--- config.mk ---
export PLATFORM = sky130hd
export DESIGN_NAME = tune_scheduler_flat
export DESIGN_NICKNAME = d
export VERILOG_FILES = /design/src/rtl/tune_pkg.sv /design/src/rtl/tune_scheduler_if.sv /design/src/rtl/tune_next_chan.sv /design/src/rtl/tune_scheduler.sv /design/src/flat_wrapper.sv
export SDC_FILE = /design/constraint.sdc
export NUM_CORES = 1
export LEC_CHECK = 0
export ABC_AREA = 1
export CAP_MARGIN = 20
export CORE_UTILIZATION = 52
export CTS_BUF_LIST = sky130_fd_sc_hd__clkbuf_8
export CTS_CLUSTER_DIAMETER = 30
export DETAILED_ROUTE_END_ITERATION = 10
export PLACE_DENSITY = 0.83
export REMOVE_ABC_BUFFERS = 1
export SLEW_MARGIN = 30
export SYNTH_ARGS = -nofsm -noshare
export SYNTH_HDL_FRONTEND = slang
export SYNTH_SLANG_ARGS = --single-unit
--- constraint.sdc ---
create_clock -name CLK -period 4.8 [get_ports CLK]
set_input_delay 0.48 -clock CLK [delete_from_list [all_inputs] [get_ports CLK]]
set_output_delay 0.48 -clock CLK [all_outputs]
set_load 0.01 [all_outputs]
--- src/rtl/tune_pkg.sv ---
// Shared widths, reset values and FSM encoding for the tuning scheduler.
package tune_pkg;

  localparam int PHASE_W = 20;
  localparam int GAIN_W  = 3;
  localparam int DWELL_W = 16;

  localparam logic [PHASE_W-1:0] DEFAULT_PHASE = 20'h312EB;
  localparam logic [GAIN_W-1:0]  DEFAULT_GAIN  = 3'd2;

  typedef enum logic [1:0] {
    MANUAL,
    SCAN_APPLY,
    SCAN_DWELL,
    LOCKED
  } state_t;

endpackage

--- src/rtl/tune_scheduler_if.sv ---
// Bundle between the SPI config block / demodulator and the NCO/gain stage.
interface tune_scheduler_if;
  import tune_pkg::*;

  logic               tick;
  logic               man_valid;
  logic [PHASE_W-1:0] man_phase_inc;
  logic [GAIN_W-1:0]  man_gain;
  logic               scan_go;
  logic [PHASE_W-1:0] scan_start;
  logic [PHASE_W-1:0] scan_stop;
  logic [PHASE_W-1:0] scan_step;
  logic [DWELL_W-1:0] scan_dwell;
  logic               carrier;
  logic [PHASE_W-1:0] phase_inc;
  logic [GAIN_W-1:0]  gain;
  logic               cfg_strobe;
  logic               scanning;
  logic               locked;

  // Configuration / control side.
  modport master (
    output tick, man_valid, man_phase_inc, man_gain,
    output scan_go, scan_start, scan_stop, scan_step, scan_dwell, carrier,
    input  phase_inc, gain, cfg_strobe, scanning, locked
  );

  // Scheduler side.
  modport slave (
    input  tick, man_valid, man_phase_inc, man_gain,
    input  scan_go, scan_start, scan_stop, scan_step, scan_dwell, carrier,
    output phase_inc, gain, cfg_strobe, scanning, locked
  );
endinterface

--- src/rtl/tune_next_chan.sv ---
// Next scan channel: add the step, wrap to start on carry-out or past stop.
module tune_next_chan
  import tune_pkg::*;
(
  input  logic [PHASE_W-1:0] cur,
  input  logic [PHASE_W-1:0] start,
  input  logic [PHASE_W-1:0] stop,
  input  logic [PHASE_W-1:0] step,
  output logic [PHASE_W-1:0] nxt
);

  logic [PHASE_W:0] sum;

  assign sum = {1'b0, cur} + {1'b0, step};
  assign nxt = (sum[PHASE_W] || (sum[PHASE_W-1:0] > stop)) ? start : sum[PHASE_W-1:0];

endmodule

--- src/rtl/tune_scheduler.sv ---
// Tuning-word / gain sequencer: manual words or channel scan, applied on ticks.
module tune_scheduler
  import tune_pkg::*;
(
  input  logic           CLK,
  input  logic           RST,
  tune_scheduler_if.slave bus
);

  state_t state_q, state_d;

  logic               man_pend_q, man_pend_d;
  logic [PHASE_W-1:0] pend_phase_q, pend_phase_d;
  logic [GAIN_W-1:0]  pend_gain_q, pend_gain_d;
  logic [PHASE_W-1:0] cur_q, cur_d;
  logic [PHASE_W-1:0] start_q, start_d, stop_q, stop_d, step_q, step_d;
  logic [DWELL_W-1:0] dwell_q, dwell_d, dwell_cnt_q, dwell_cnt_d;
  logic [PHASE_W-1:0] phase_q, phase_d;
  logic [GAIN_W-1:0]  gain_q, gain_d;
  logic               strobe_q, strobe_d;
  logic               scanning_q, scanning_d;
  logic               locked_q, locked_d;
  logic [PHASE_W-1:0] next_chan;
  logic               dwell_done;

  tune_next_chan u_next_chan (
    .cur   (cur_q),
    .start (start_q),
    .stop  (stop_q),
    .step  (step_q),
    .nxt   (next_chan)
  );

  assign dwell_done = (dwell_cnt_q == DWELL_W'(1));

  // State register.
  // NOTE: sequential state uses non-blocking assignments so every flop samples pre-edge values.
  always_ff @(posedge CLK or posedge RST) begin
    if (RST) state_q <= MANUAL;
    else     state_q <= state_d;
  end

  // Next-state: manual word always wins, scan_go (re)starts, ticks advance the scan.
  // NOTE: every combinational output gets a default first so no latch is inferred.
  always_comb begin
    state_d = state_q;
    if (bus.man_valid) begin
      state_d = MANUAL;
    end else if (bus.scan_go) begin
      state_d = SCAN_APPLY;
    end else if (bus.tick) begin
      case (state_q)
        SCAN_APPLY: state_d = SCAN_DWELL;
        SCAN_DWELL: if (dwell_done && bus.carrier) state_d = LOCKED;
        default:    state_d = state_q;
      endcase
    end
  end

  // Output / datapath next values.
  always_comb begin
    man_pend_d   = man_pend_q;
    pend_phase_d = pend_phase_q;
    pend_gain_d  = pend_gain_q;
    cur_d        = cur_q;
    start_d      = start_q;
    stop_d       = stop_q;
    step_d       = step_q;
    dwell_d      = dwell_q;
    dwell_cnt_d  = dwell_cnt_q;
    phase_d      = phase_q;
    gain_d       = gain_q;
    strobe_d     = 1'b0;
    scanning_d   = (state_d == SCAN_APPLY) || (state_d == SCAN_DWELL);
    locked_d     = (state_d == LOCKED);

    if (bus.man_valid) begin
      pend_phase_d = bus.man_phase_inc;
      pend_gain_d  = bus.man_gain;
      man_pend_d   = 1'b1;
    end

    if (state_q == MANUAL && bus.tick && (bus.man_valid || man_pend_q)) begin
      // A word captured in the tick cycle itself is applied straight away.
      phase_d    = bus.man_valid ? bus.man_phase_inc : pend_phase_q;
      gain_d     = bus.man_valid ? bus.man_gain : pend_gain_q;
      strobe_d   = 1'b1;
      man_pend_d = 1'b0;
    end

    if (!bus.man_valid && bus.scan_go) begin
      start_d = bus.scan_start;
      stop_d  = bus.scan_stop;
      step_d  = bus.scan_step;
      dwell_d = (bus.scan_dwell == '0) ? DWELL_W'(1) : bus.scan_dwell;
      // Resuming from a lock steps past the locked channel using the old shadows.
      cur_d   = (state_q == LOCKED) ? next_chan : bus.scan_start;
    end else if (!bus.man_valid && bus.tick) begin
      case (state_q)
        SCAN_APPLY: begin
          phase_d     = cur_q;
          dwell_cnt_d = dwell_q;
          strobe_d    = 1'b1;
        end
        SCAN_DWELL: begin
          if (!dwell_done) begin
            dwell_cnt_d = dwell_cnt_q - DWELL_W'(1);
          end else if (bus.carrier) begin
            dwell_cnt_d = '0;
          end else begin
            cur_d       = next_chan;
            phase_d     = next_chan;
            dwell_cnt_d = dwell_q;
            strobe_d    = 1'b1;
          end
        end
        default: ;
      endcase
    end
  end

  // Datapath and output registers.
  always_ff @(posedge CLK or posedge RST) begin
    if (RST) begin
      man_pend_q   <= 1'b0;
      pend_phase_q <= '0;
      pend_gain_q  <= '0;
      cur_q        <= '0;
      start_q      <= '0;
      stop_q       <= '0;
      step_q       <= '0;
      dwell_q      <= '0;
      dwell_cnt_q  <= '0;
      phase_q      <= DEFAULT_PHASE;
      gain_q       <= DEFAULT_GAIN;
      strobe_q     <= 1'b0;
      scanning_q   <= 1'b0;
      locked_q     <= 1'b0;
    end else begin
      man_pend_q   <= man_pend_d;
      pend_phase_q <= pend_phase_d;
      pend_gain_q  <= pend_gain_d;
      cur_q        <= cur_d;
      start_q      <= start_d;
      stop_q       <= stop_d;
      step_q       <= step_d;
      dwell_q      <= dwell_d;
      dwell_cnt_q  <= dwell_cnt_d;
      phase_q      <= phase_d;
      gain_q       <= gain_d;
      strobe_q     <= strobe_d;
      scanning_q   <= scanning_d;
      locked_q     <= locked_d;
    end
  end

  assign bus.phase_inc  = phase_q;
  assign bus.gain       = gain_q;
  assign bus.cfg_strobe = strobe_q;
  assign bus.scanning   = scanning_q;
  assign bus.locked     = locked_q;

endmodule

--- src/flat_wrapper.sv ---
// flat-port wrapper written by rule: the top's interface ports become plain ports
module tune_scheduler_flat import tune_pkg::*;
  (CLK, RST, bus_tick, bus_man_valid, bus_man_phase_inc, bus_man_gain, bus_scan_go, bus_scan_start, bus_scan_stop, bus_scan_step, bus_scan_dwell, bus_carrier, bus_phase_inc, bus_gain, bus_cfg_strobe, bus_scanning, bus_locked);
  tune_scheduler_if bus_i ();
  input  logic CLK;
  input  logic RST;
  input wire logic [$bits(bus_i.tick)-1:0] bus_tick;
  input wire logic [$bits(bus_i.man_valid)-1:0] bus_man_valid;
  input wire logic [$bits(bus_i.man_phase_inc)-1:0] bus_man_phase_inc;
  input wire logic [$bits(bus_i.man_gain)-1:0] bus_man_gain;
  input wire logic [$bits(bus_i.scan_go)-1:0] bus_scan_go;
  input wire logic [$bits(bus_i.scan_start)-1:0] bus_scan_start;
  input wire logic [$bits(bus_i.scan_stop)-1:0] bus_scan_stop;
  input wire logic [$bits(bus_i.scan_step)-1:0] bus_scan_step;
  input wire logic [$bits(bus_i.scan_dwell)-1:0] bus_scan_dwell;
  input wire logic [$bits(bus_i.carrier)-1:0] bus_carrier;
  output wire logic [$bits(bus_i.phase_inc)-1:0] bus_phase_inc;
  output wire logic [$bits(bus_i.gain)-1:0] bus_gain;
  output wire logic [$bits(bus_i.cfg_strobe)-1:0] bus_cfg_strobe;
  output wire logic [$bits(bus_i.scanning)-1:0] bus_scanning;
  output wire logic [$bits(bus_i.locked)-1:0] bus_locked;
  assign bus_i.tick = bus_tick;
  assign bus_i.man_valid = bus_man_valid;
  assign bus_i.man_phase_inc = bus_man_phase_inc;
  assign bus_i.man_gain = bus_man_gain;
  assign bus_i.scan_go = bus_scan_go;
  assign bus_i.scan_start = bus_scan_start;
  assign bus_i.scan_stop = bus_scan_stop;
  assign bus_i.scan_step = bus_scan_step;
  assign bus_i.scan_dwell = bus_scan_dwell;
  assign bus_i.carrier = bus_carrier;
  assign bus_phase_inc = bus_i.phase_inc;
  assign bus_gain = bus_i.gain;
  assign bus_cfg_strobe = bus_i.cfg_strobe;
  assign bus_scanning = bus_i.scanning;
  assign bus_locked = bus_i.locked;
  tune_scheduler u_core (.CLK(CLK), .RST(RST), .bus(bus_i));
endmodule
Word-level counts from Yosys, hierarchy flattened
Cells that the tools add are included.
Widths: inputs -> output; s select.
- word-level logic and storage cells: 77
- register bits: 164
- bits of input ports: 105
- output and inout bits: 26
- bitwise logic cells: 1
- magnitude comparators: 1
- equal/unequal tests: 8
- reduce and logical (&&, ||, !) cells: 18
- mux-type cells: 32
- add/sub/neg operators: 2
- operators by type and width (cell ; number):
    $mux 20 ; 13
    $mux 16 ; 3
    $pmux 20 s2 ; 1
    $pmux 16 s2 ; 1
    $add 20x20->21 ; 1
    $gt 20x20->1 ; 1
    $eq 16x1->1 const B ; 1
    $logic_not 16->1 ; 1
    $sub 16x1->16 const B ; 1
    $reduce_bool 2->1 ; 5
    $eq 2x2->1 const B ; 4
    $mux 2 ; 4
    $mux 1 ; 7
    $logic_and 1x1->1 ; 5
    $eq 2x1->1 const B ; 2
    $pmux 2 s2 ; 1
    $reduce_and 4->1 ; 1
    $logic_or 1x1->1 ; 3
    $mux 3 ; 1
    $reduce_and 3->1 ; 1
    $logic_not 2->1 ; 1
    $ne 2x1->1 const B ; 1
    $pmux 1 s2 ; 1
    $logic_not 1->1 ; 1
    $not 1->1 ; 1

Logic depth before layout (Yosys ltp)
- depth after elaboration: 9
- depth in mapped cells: 27
- mapped depth without buffers: 26

Cells and area by module
Synthesis repeated with hierarchy kept, for this count alone.
- cell total of the unflattened synthesis: 1373
- area, all modules: 9640.5 sq um
- by module, submodules not included (module ; cells an instance ; instances ; sequential area each (sq um) ; area each (sq um)):
    tune_scheduler ; 977 ; 1 ; 4117.7 ; 7563.5
    tune_next_chan ; 396 ; 1 ; 0.0 ; 2077.0

Least setup slack after synthesis
No wires, ideal clock.
- path type: flip-flop to flip-flop
- start: reg u_core.step_q[0]
- end: reg u_core.cur_q[2]
- library setup time: 116 ps
- setup slack: 1725 ps
- stages on the path, launching flop included: 26
- buffers on the path: 1
- arrival: 2959 ps
- cells stage by stage: dfrtp_1 -> ha_1 -> fa_1 -> nand3_1 -> nand3_1 -> nand2_1 -> nand2_1 -> nand2_1 -> nand3b_1 -> nand2_1 -> inv_1 -> ha_1 -> nand2_1 -> nor2_1 -> nand2_1 -> nor2_1 -> o21ai_0 -> nand3_1 -> nand2_2 -> nand2_2 -> buf_6 -> nand2_1 -> nand2_1 -> nand2_1 -> nand2_1 -> nand2_1
- longest elaborated chain between the ends: 9
- ends and longest elaborated chain (item ; line ; RTL):
    start, declared ; tune_scheduler.sv:16 ; logic [PHASE_W-1:0] start_q, start_d, stop_q, stop_d, step_q, step_d;
    start signal, assigned ; tune_scheduler.sv:146 ; step_q <= step_d;
    $add 20x20->21 (*) ; tune_next_chan.sv:14 ; assign sum = {1'b0, cur} + {1'b0, step};
    $gt 20x20->1 ; tune_next_chan.sv:15 ; assign nxt = (sum[PHASE_W] || (sum[PHASE_W-1:0] > stop)) ? start : sum[PHASE_W-1:0];
    $logic_or 1x1->1 ; tune_next_chan.sv:15 ;
    $mux 20 (*) ; tune_next_chan.sv:15 ;
    $mux 20 ; tune_scheduler.sv:108 ; end else if (bus.carrier) begin
    $mux 20 ; tune_scheduler.sv:106 ; if (!dwell_done) begin
    $mux 20 ; tune_scheduler.sv:99 ; case (state_q)
    $mux 20 ; tune_scheduler.sv:98 ; end else if (!bus.man_valid && bus.tick) begin
    $mux 20 (*) ; tune_scheduler.sv:91 ; if (!bus.man_valid && bus.scan_go) begin
    end signal, assigned ; tune_scheduler.sv:143 ; cur_q <= cur_d;
    end, declared ; tune_scheduler.sv:15 ; logic [PHASE_W-1:0] cur_q, cur_d;
Mark *: on every way between the ends. The rest lies on a longest branch, timed or not. The select of a mux whose other input is x is not followed.
A chain may end at the register's enable or synchronous reset.

Final worst setup path
- start: reg u_core.cur_q[0]
- end: reg u_core.cur_q[2]
- longest elaborated chain between the ends: 9
- ends and longest elaborated chain (item ; line):
    $add 20x20->21 (*) ; tune_next_chan.sv:14
    $gt 20x20->1 ; tune_next_chan.sv:15
    $logic_or 1x1->1 ; tune_next_chan.sv:15
    $mux 20 (*) ; tune_next_chan.sv:15
    $mux 20 ; tune_scheduler.sv:108
    $mux 20 ; tune_scheduler.sv:106
    $mux 20 ; tune_scheduler.sv:99
    $mux 20 ; tune_scheduler.sv:98
    $mux 20 (*) ; tune_scheduler.sv:91
Marks and branches as above.

==> flow_summary.json <==
{
  "port_buffers": 130,
  "hold_path.class": "in2async",
  "cp_common_cell": "nand2_1",
  "crit_chain": "ha_1 -> fa_1 -> nand3_1 -> nand3_1 -> nand2_1 -> nand2_1 -> xnor2_1 -> inv_1 -> ha_1 -> nand2_1 -> nor2_1 -> nand2_1 -> nor2_1 -> o21ai_0 -> nand3_1 -> nand2_2 -> nand2_2 -> nand2_1 -> nand2_1 -> nand2_1 -> nand2_1 -> nand2_1",
  "diodes": 0,
  "p_leak_uw": 0.00604,
  "rsz0062_at_grt": "false",
  "crit_slowest_cell": "nand2_2",
  "multi_input_area_um2": 4880,
  "most-common-layout-cells": "nand2_1 (443), inv_1 (163), dfrtp_1 (153), clkdlybuf4s50_1 (130), o21ai_0 (113)",
  "clk_pin_slew_ps": 110,
  "cts_tree": "done",
  "clkLatencyLatePin_ps": 480,
  "crit_family": "simple AND/OR/NAND/NOR gates",
  "critPathBufInv": 1,
  "crit_type": "reg2reg",
  "grt_pass1_wl_um": 44500,
  "tightest_slew_ps": 954,
  "cp_max_fo": 20,
  "drt_iter0_drc": 731,
  "endpoint_kind": "register",
  "cts_buffers": 17,
  "synth_xor_area_share_pct": 1.33,
  "power.density_nw_per_um2": 525,
  "final_hold_viol_count": 0,
  "antenna_found_initial": 0,
  "cts_hold_buf": 0,
  "synth_mux_area_share_pct": 0,
  "wire_per_inst_um": 15.8,
  "die_h_um": 140,
  "cts-resized-gates": 0,
  "die-area_um2": 19500,
  "finalCritPeriodShare_pct": 88.3,
  "finalSetupViolCount": 0,
  "status": "completed",
  "holdWs_ps": 371,
  "synth_compound_area_share_pct": 13.7,
  "nFillCells": 1654,
  "h-tree-depth": 4,
  "drc": 0,
  "netlist_instances": 1343,
  "vias_per_cell": 5.42,
  "final_nets": 1604,
  "start_util_pct": 53.0,
  "place_congestion": 0.951,
  "drv_slew": 0,
  "synth_area_um2": 9880,
  "critPathLaunchType": "register",
  "crit_arrival_ps": 4610,
  "setup_slack_ps": 561,
  "ant_nets": 0,
  "cap_violations": 0,
  "fin_skew_ps": 23.6,
  "cts.sink_count": 164,
  "yosysWarnings": 0,
  "area_growth_pct": 19.4,
  "synth-adder-area-share_pct": 6.16,
  "cts_root_buf": "clkbuf_8",
  "vias": 9211,
  "row_count": 50,
  "io_pins": 131,
  "track_usage_pct": 28.9,
  "synth_cell_types": 46,
  "cts_buffer_depth": 2,
  "core_region_area_um2": 18600,
  "grt_max_degree": 95,
  "ir_drop_mv": 0.244,
  "drt_wl_total_um": 26900,
  "seqCellArea_um2": 4120,
  "clock.fmax_mhz": 236,
  "pre_cts_slack_ps": 650,
  "ys_seq_area_share_pct": 41.7,
  "drtPass1Iterations": 5,
  "drive_above_1_share_pct": 6.97,
  "place_hpwl_um": 19300,
  "max_slew_margin_pct": 36.3,
  "synth_top_family_by_area": "simple AND/OR/NAND/NOR gates",
  "ys_ff_latch": 164,
  "dieWidth_um": 140,
  "final_common_cell": "nand2_1",
  "grt_pass1_vias": 8926,
  "period_minus_slack_ps": 4240,
  "synthSimpleGateAreaFrac_pct": 28.2,
  "cpPeakStageDelay_ps": 520,
  "postCtsSetupBuffers": 0,
  "syn_avg_cell_area_um2": 7.35,
  "cp.required_ps": 5170,
  "grt_overflow_total": 0
}
cell type report:
cell class | count | area share [%]
Timing Repair Buffer | 140 | 12.0
Sequential cell | 164 | 34.9
Clock inverter | 15 | 1.82
Tap cell | 234 | 2.48
Multi-Input combinational cell | 960 | 41.4
Inverter | 168 | 5.39
Clock buffer | 17 | 1.98
per-layer routing:
metal	global-route usage [%]	routed length [µm]	vias to the layer above
li1	-	-	4495
met1	37.6	11700	4318
met2	48.6	12800	352
met3	4.37	1600	46
met4	10.9	733	0
met5	0	0	-
where the power goes:
part	leakage, µW	total, µW	switching (µW)	internal, µW
Clock	0.000228	1160	578	584
Combinational	0.00385	3120	1970	1150
Sequential	0.00197	1910	222	1690
stage by stage:
stage          power [µW]  util, %  cells  TNS, ps  cell area, µm²
2_1_floorplan        4010        -   1292   -14550            9630
3_3_place_gp         4920     60.7   1665        0           11300
3_5_place_dp         5000     60.7   1665        0           11300
4_1_cts              6180     63.1   1697        0           11800
5_1_grt              6700     63.3   1698        0           11800
6_report             6190     63.3   1698        0           11800
logic make-up (layout without fill, tap and decap cells):
group	count (synthesis)	in the layout
buf+inv	219	340
flops	164	164
fa+ha+maj	48	48
xor+xnor	15	15
compound gates	234	234
simple gates	663	663
registers in the layout, summed over array words and instances, names as in the netlist:
signal / count
u_core.start_q: 20
u_core.bus.scanning: 1
u_core.pend_gain_q: 3
u_core.bus.cfg_strobe: 1
u_core.cur_q: 20
u_core.step_q: 20
u_core.bus.gain: 3
u_core.bus.locked: 1
u_core.stop_q: 20
u_core.bus.phase_inc: 20
u_core.dwell_cnt_q: 16
u_core.man_pend_q: 1
u_core.state_q: 2
u_core.dwell_q: 16
u_core.pend_phase_q: 20
final timing paths:
check / startpoint / to / slack, ps / cells past startpoint
max in group asynchronous: RST / u_core.bus.phase_inc[1]$_DFF_PP1_ / 3660 / 3
min in group CLK: u_core.pend_phase_q[0]$_DFF_PP0_ / u_core.pend_phase_q[0]$_DFF_PP0_ / 470 / 2
hold / removal: RST / u_core.start_q[14]$_DFFE_PP0P_ / 370 / 2
setup / recovery: u_core.cur_q[0]$_DFFE_PP0P_ / u_core.cur_q[2]$_DFFE_PP0P_ / 560 / 22
hold reg to reg: u_core.pend_phase_q[0]$_DFF_PP0_ / u_core.pend_phase_q[0]$_DFF_PP0_ / 470 / 2
setup reg to reg: u_core.cur_q[0]$_DFFE_PP0P_ / u_core.cur_q[2]$_DFFE_PP0P_ / 560 / 22
synthesized netlist by cell type, drive strengths merged:
| cell | number | area [µm²] |
|---|---|---|
| nand2 | 448 | 1700 |
| inv | 167 | 627 |
| dfrtp | 153 | 3830 |
| o21ai | 116 | 599 |
| nand3 | 87 | 440 |
| nor2 | 70 | 273 |
| a21oi | 68 | 344 |
| ha | 47 | 588 |
| a21boi | 31 | 270 |
| clkbuf | 27 | 101 |
| buf | 24 | 149 |
| or2 | 19 | 119 |
| nand3b | 13 | 101 |
| dfstp | 11 | 289 |
| nor3 | 10 | 55.1 |
| nand4 | 9 | 56.3 |
| xor2 | 9 | 78.8 |
| o21bai | 7 | 52.6 |
| nor4 | 6 | 37.5 |
| xnor2 | 6 | 52.6 |
| a31oi | 5 | 31.3 |
| a21o | 2 | 15.0 |
| a211oi | 1 | 7.51 |
| a22oi | 1 | 7.51 |
| clkinv | 1 | 3.75 |
| fa | 1 | 20.0 |
| nor3b | 1 | 7.51 |
| o221ai | 1 | 8.76 |
| o22ai | 1 | 6.26 |
| o31ai | 1 | 7.51 |
(Power assumes the default switching activity.)
==> patch, RTL diff (same flow settings) <==
Change the package constant `PHASE_W` from 20 to 24.
--- a/src/rtl/tune_pkg.sv
+++ b/src/rtl/tune_pkg.sv
@@ -1,7 +1,7 @@
 // Shared widths, reset values and FSM encoding for the tuning scheduler.
 package tune_pkg;
 
-  localparam int PHASE_W = 20;
+  localparam int PHASE_W = 24;
   localparam int GAIN_W  = 3;
   localparam int DWELL_W = 16;
 
Interface: changed (5 resized); port bits go from 131 to 151. No check against the original RTL was run, so the function may have changed too.
==> patch against the original RTL <==
  * Wire length grew 22%
  * Area after synthesis grew 18%
  * Clock skew shrank 4.6 ps
  * Cell area grew 16%
  * Utilization shrank 0.60 points
  * Total power grew 11%
  * Sequential power grew 15%
  * Sequential cell count grew 24
  * Maximum frequency grew 4.1%
  * Final cell count grew 23%
  * Worst setup slack gained 170 ps
  * Die area grew 18%
  * Critical endpoint is now u_core.cur_q[19]
  * Largest power group unchanged
==> patch: results (changes against the original RTL) <==
stage	metric	value	unit	change
detailed_routing	M1 WL	14100	µm	+21%
worst_setup_path	CP peak stage delay	480	ps	-40 ps
timing	worst clock skew	19.0	ps	-4.58 ps
worst_setup_path	FF-to-FF setup slack	730	ps	+170 ps
worst_setup_path	Crit Path Max Fanout	24		+20%
layout	Layout Utilization	62.7	%	-0.60 points
place	Place WS	839	ps	+188 ps
detailed_routing	Top Metal Used	met4		
layout	FILL cells	1970		+19%
clock_network	CTS resizes	0		unchanged
place	Routability Congestion	0.928		-2.4%
grt	initial antenna violation count	0		unchanged
place	# port buffers	150		+15%
synthesis	top post-synthesis cells by area	dfrtp_1 (38%), nand2_1 (20%), inv_1 (8.0%)		
grt	first-pass GRT wire length	53400	µm	+20%
power	Peak VDD IR	0.000279	V	+14%
detailed_routing	met2 routed WL	15100	µm	+18%
power	P_leak	7.41	nW	+23%
clock_network	Inserted Clock Buffers	17		unchanged
worst_setup_path	crit path DAT	4450	ps	-160 ps
detailed_routing	Vias	11200		+22%
timing	WHS	475	ps	+104 ps
min_path	Min-Delay Path Class	flip-flop to flip-flop		
synthesis	sequential area share after synthesis	40.5	%	-1.2 points
detailed_routing	met3 routed WL	2290	µm	+43%
timing	f_max	245	MHz	+4.1%
place	post-DP HPWL	23600	µm	+22%
synthesis	Netlist cell types	44		-4.3%
clock_network	Clock transition at path regs	100	ps	
grt	total track usage	30.1	%	+1.1 points
layout	Layout Nets	1973		+23%
clock_network	H-tree depth	4		unchanged
outcome	status	finished clean		
synthesis	top cells by count, synth	nand2_1 (621), inv_1 (247), dfrtp_1 (177)		
timing	max_slew headroom	45.5	%	+9.2 points
worst_setup_path	FF-to-FF path depth	26		+18%
place	DP Area	13300	µm²	+18%
grt	largest net degree at the start of global routing	101		+6.3%
synthesis	Post-synth ARST share	100	%	unchanged
detailed_routing	Iter 0 DRT Violations	921		+26%
layout	share of layout cells above drive strength 1	6.08	%	-0.89 points
detailed_routing	Detailed Route WL	32800	µm	+22%
patch: changes by cell type after synthesis, moves of 13 or more:
cell	delta
nand2_1	+178
inv_1	+83
dfrtp_1	+24
nor2_1	+21
a21oi_1	+19
a21oi_2	+13
patch: final cells by class:
| cell class | count | area share [%] |
|---|---|---|
| flip-flops and latches | 188 | 34.4 |
| repair buffers | 163 | 11.7 |
| well taps | 280 | 2.55 |
| multi-input cells | 1168 | 41.5 |
| inverters | 258 | 7.14 |
| clock inverters | 15 | 1.02 |
| clock buffers | 17 | 1.71 |
patch: where the power goes:
group	total, W	internal [W]	switching (W)
Sequential	0.00219	0.00193	0.000264
Combinational	0.00365	0.00130	0.00235
Clock	0.00105	0.000420	0.000631
Total	0.00689	0.00365	0.00324
patch: logic make-up after synthesis:
| family | share of synthesized area [%] |
|---|---|
| buffers and inverters | 10.8 |
| AOI/OAI and AO/OA | 12.0 |
| xor gates and xnor gates | 0.827 |
| and+or+nand+nor | 29.8 |
| adders and majority gates | 6.08 |
| DFF | 40.5 |
patch: worst min-delay path: cells and delay by family, from the launching register on:
kind,cells,cell delay (ps)
flops,1,330
simple gates,2,110
patch: final timing paths:
check | startpoint | to
hold reg to reg | u_core.pend_phase_q[18] | u_core.pend_phase_q[18]
setup reg to reg | u_core.cur_q[0] | u_core.cur_q[19]
max in group asynchronous | RST | u_core.bus.phase_inc[5]
min in group asynchronous | RST | u_core.dwell_q[9]
hold / removal | u_core.pend_phase_q[18] | u_core.pend_phase_q[18]
setup / recovery | u_core.cur_q[0] | u_core.cur_q[19]
patch: routing by layer:
layer | track usage (%) | vias to the layer above
met2 | 48.6 | 506
met3 | 4.49 | 75
met1 | 40.0 | 5157
met4 | 13.0 | 0
li1 | - | 5454
met5 | 0 | -
patch: per-stage QoR:
stage / total power, W / setup TNS (ps) / std cells
global route: 0.00749 / 0 / 2089
CTS: 0.00686 / 0 / 2089
global placement: 0.00570 / 0 / 2057
floorplan: 0.00462 / -137280 / 1614
detailed placement: 0.00580 / 0 / 2057
finish: 0.00689 / 0 / 2089
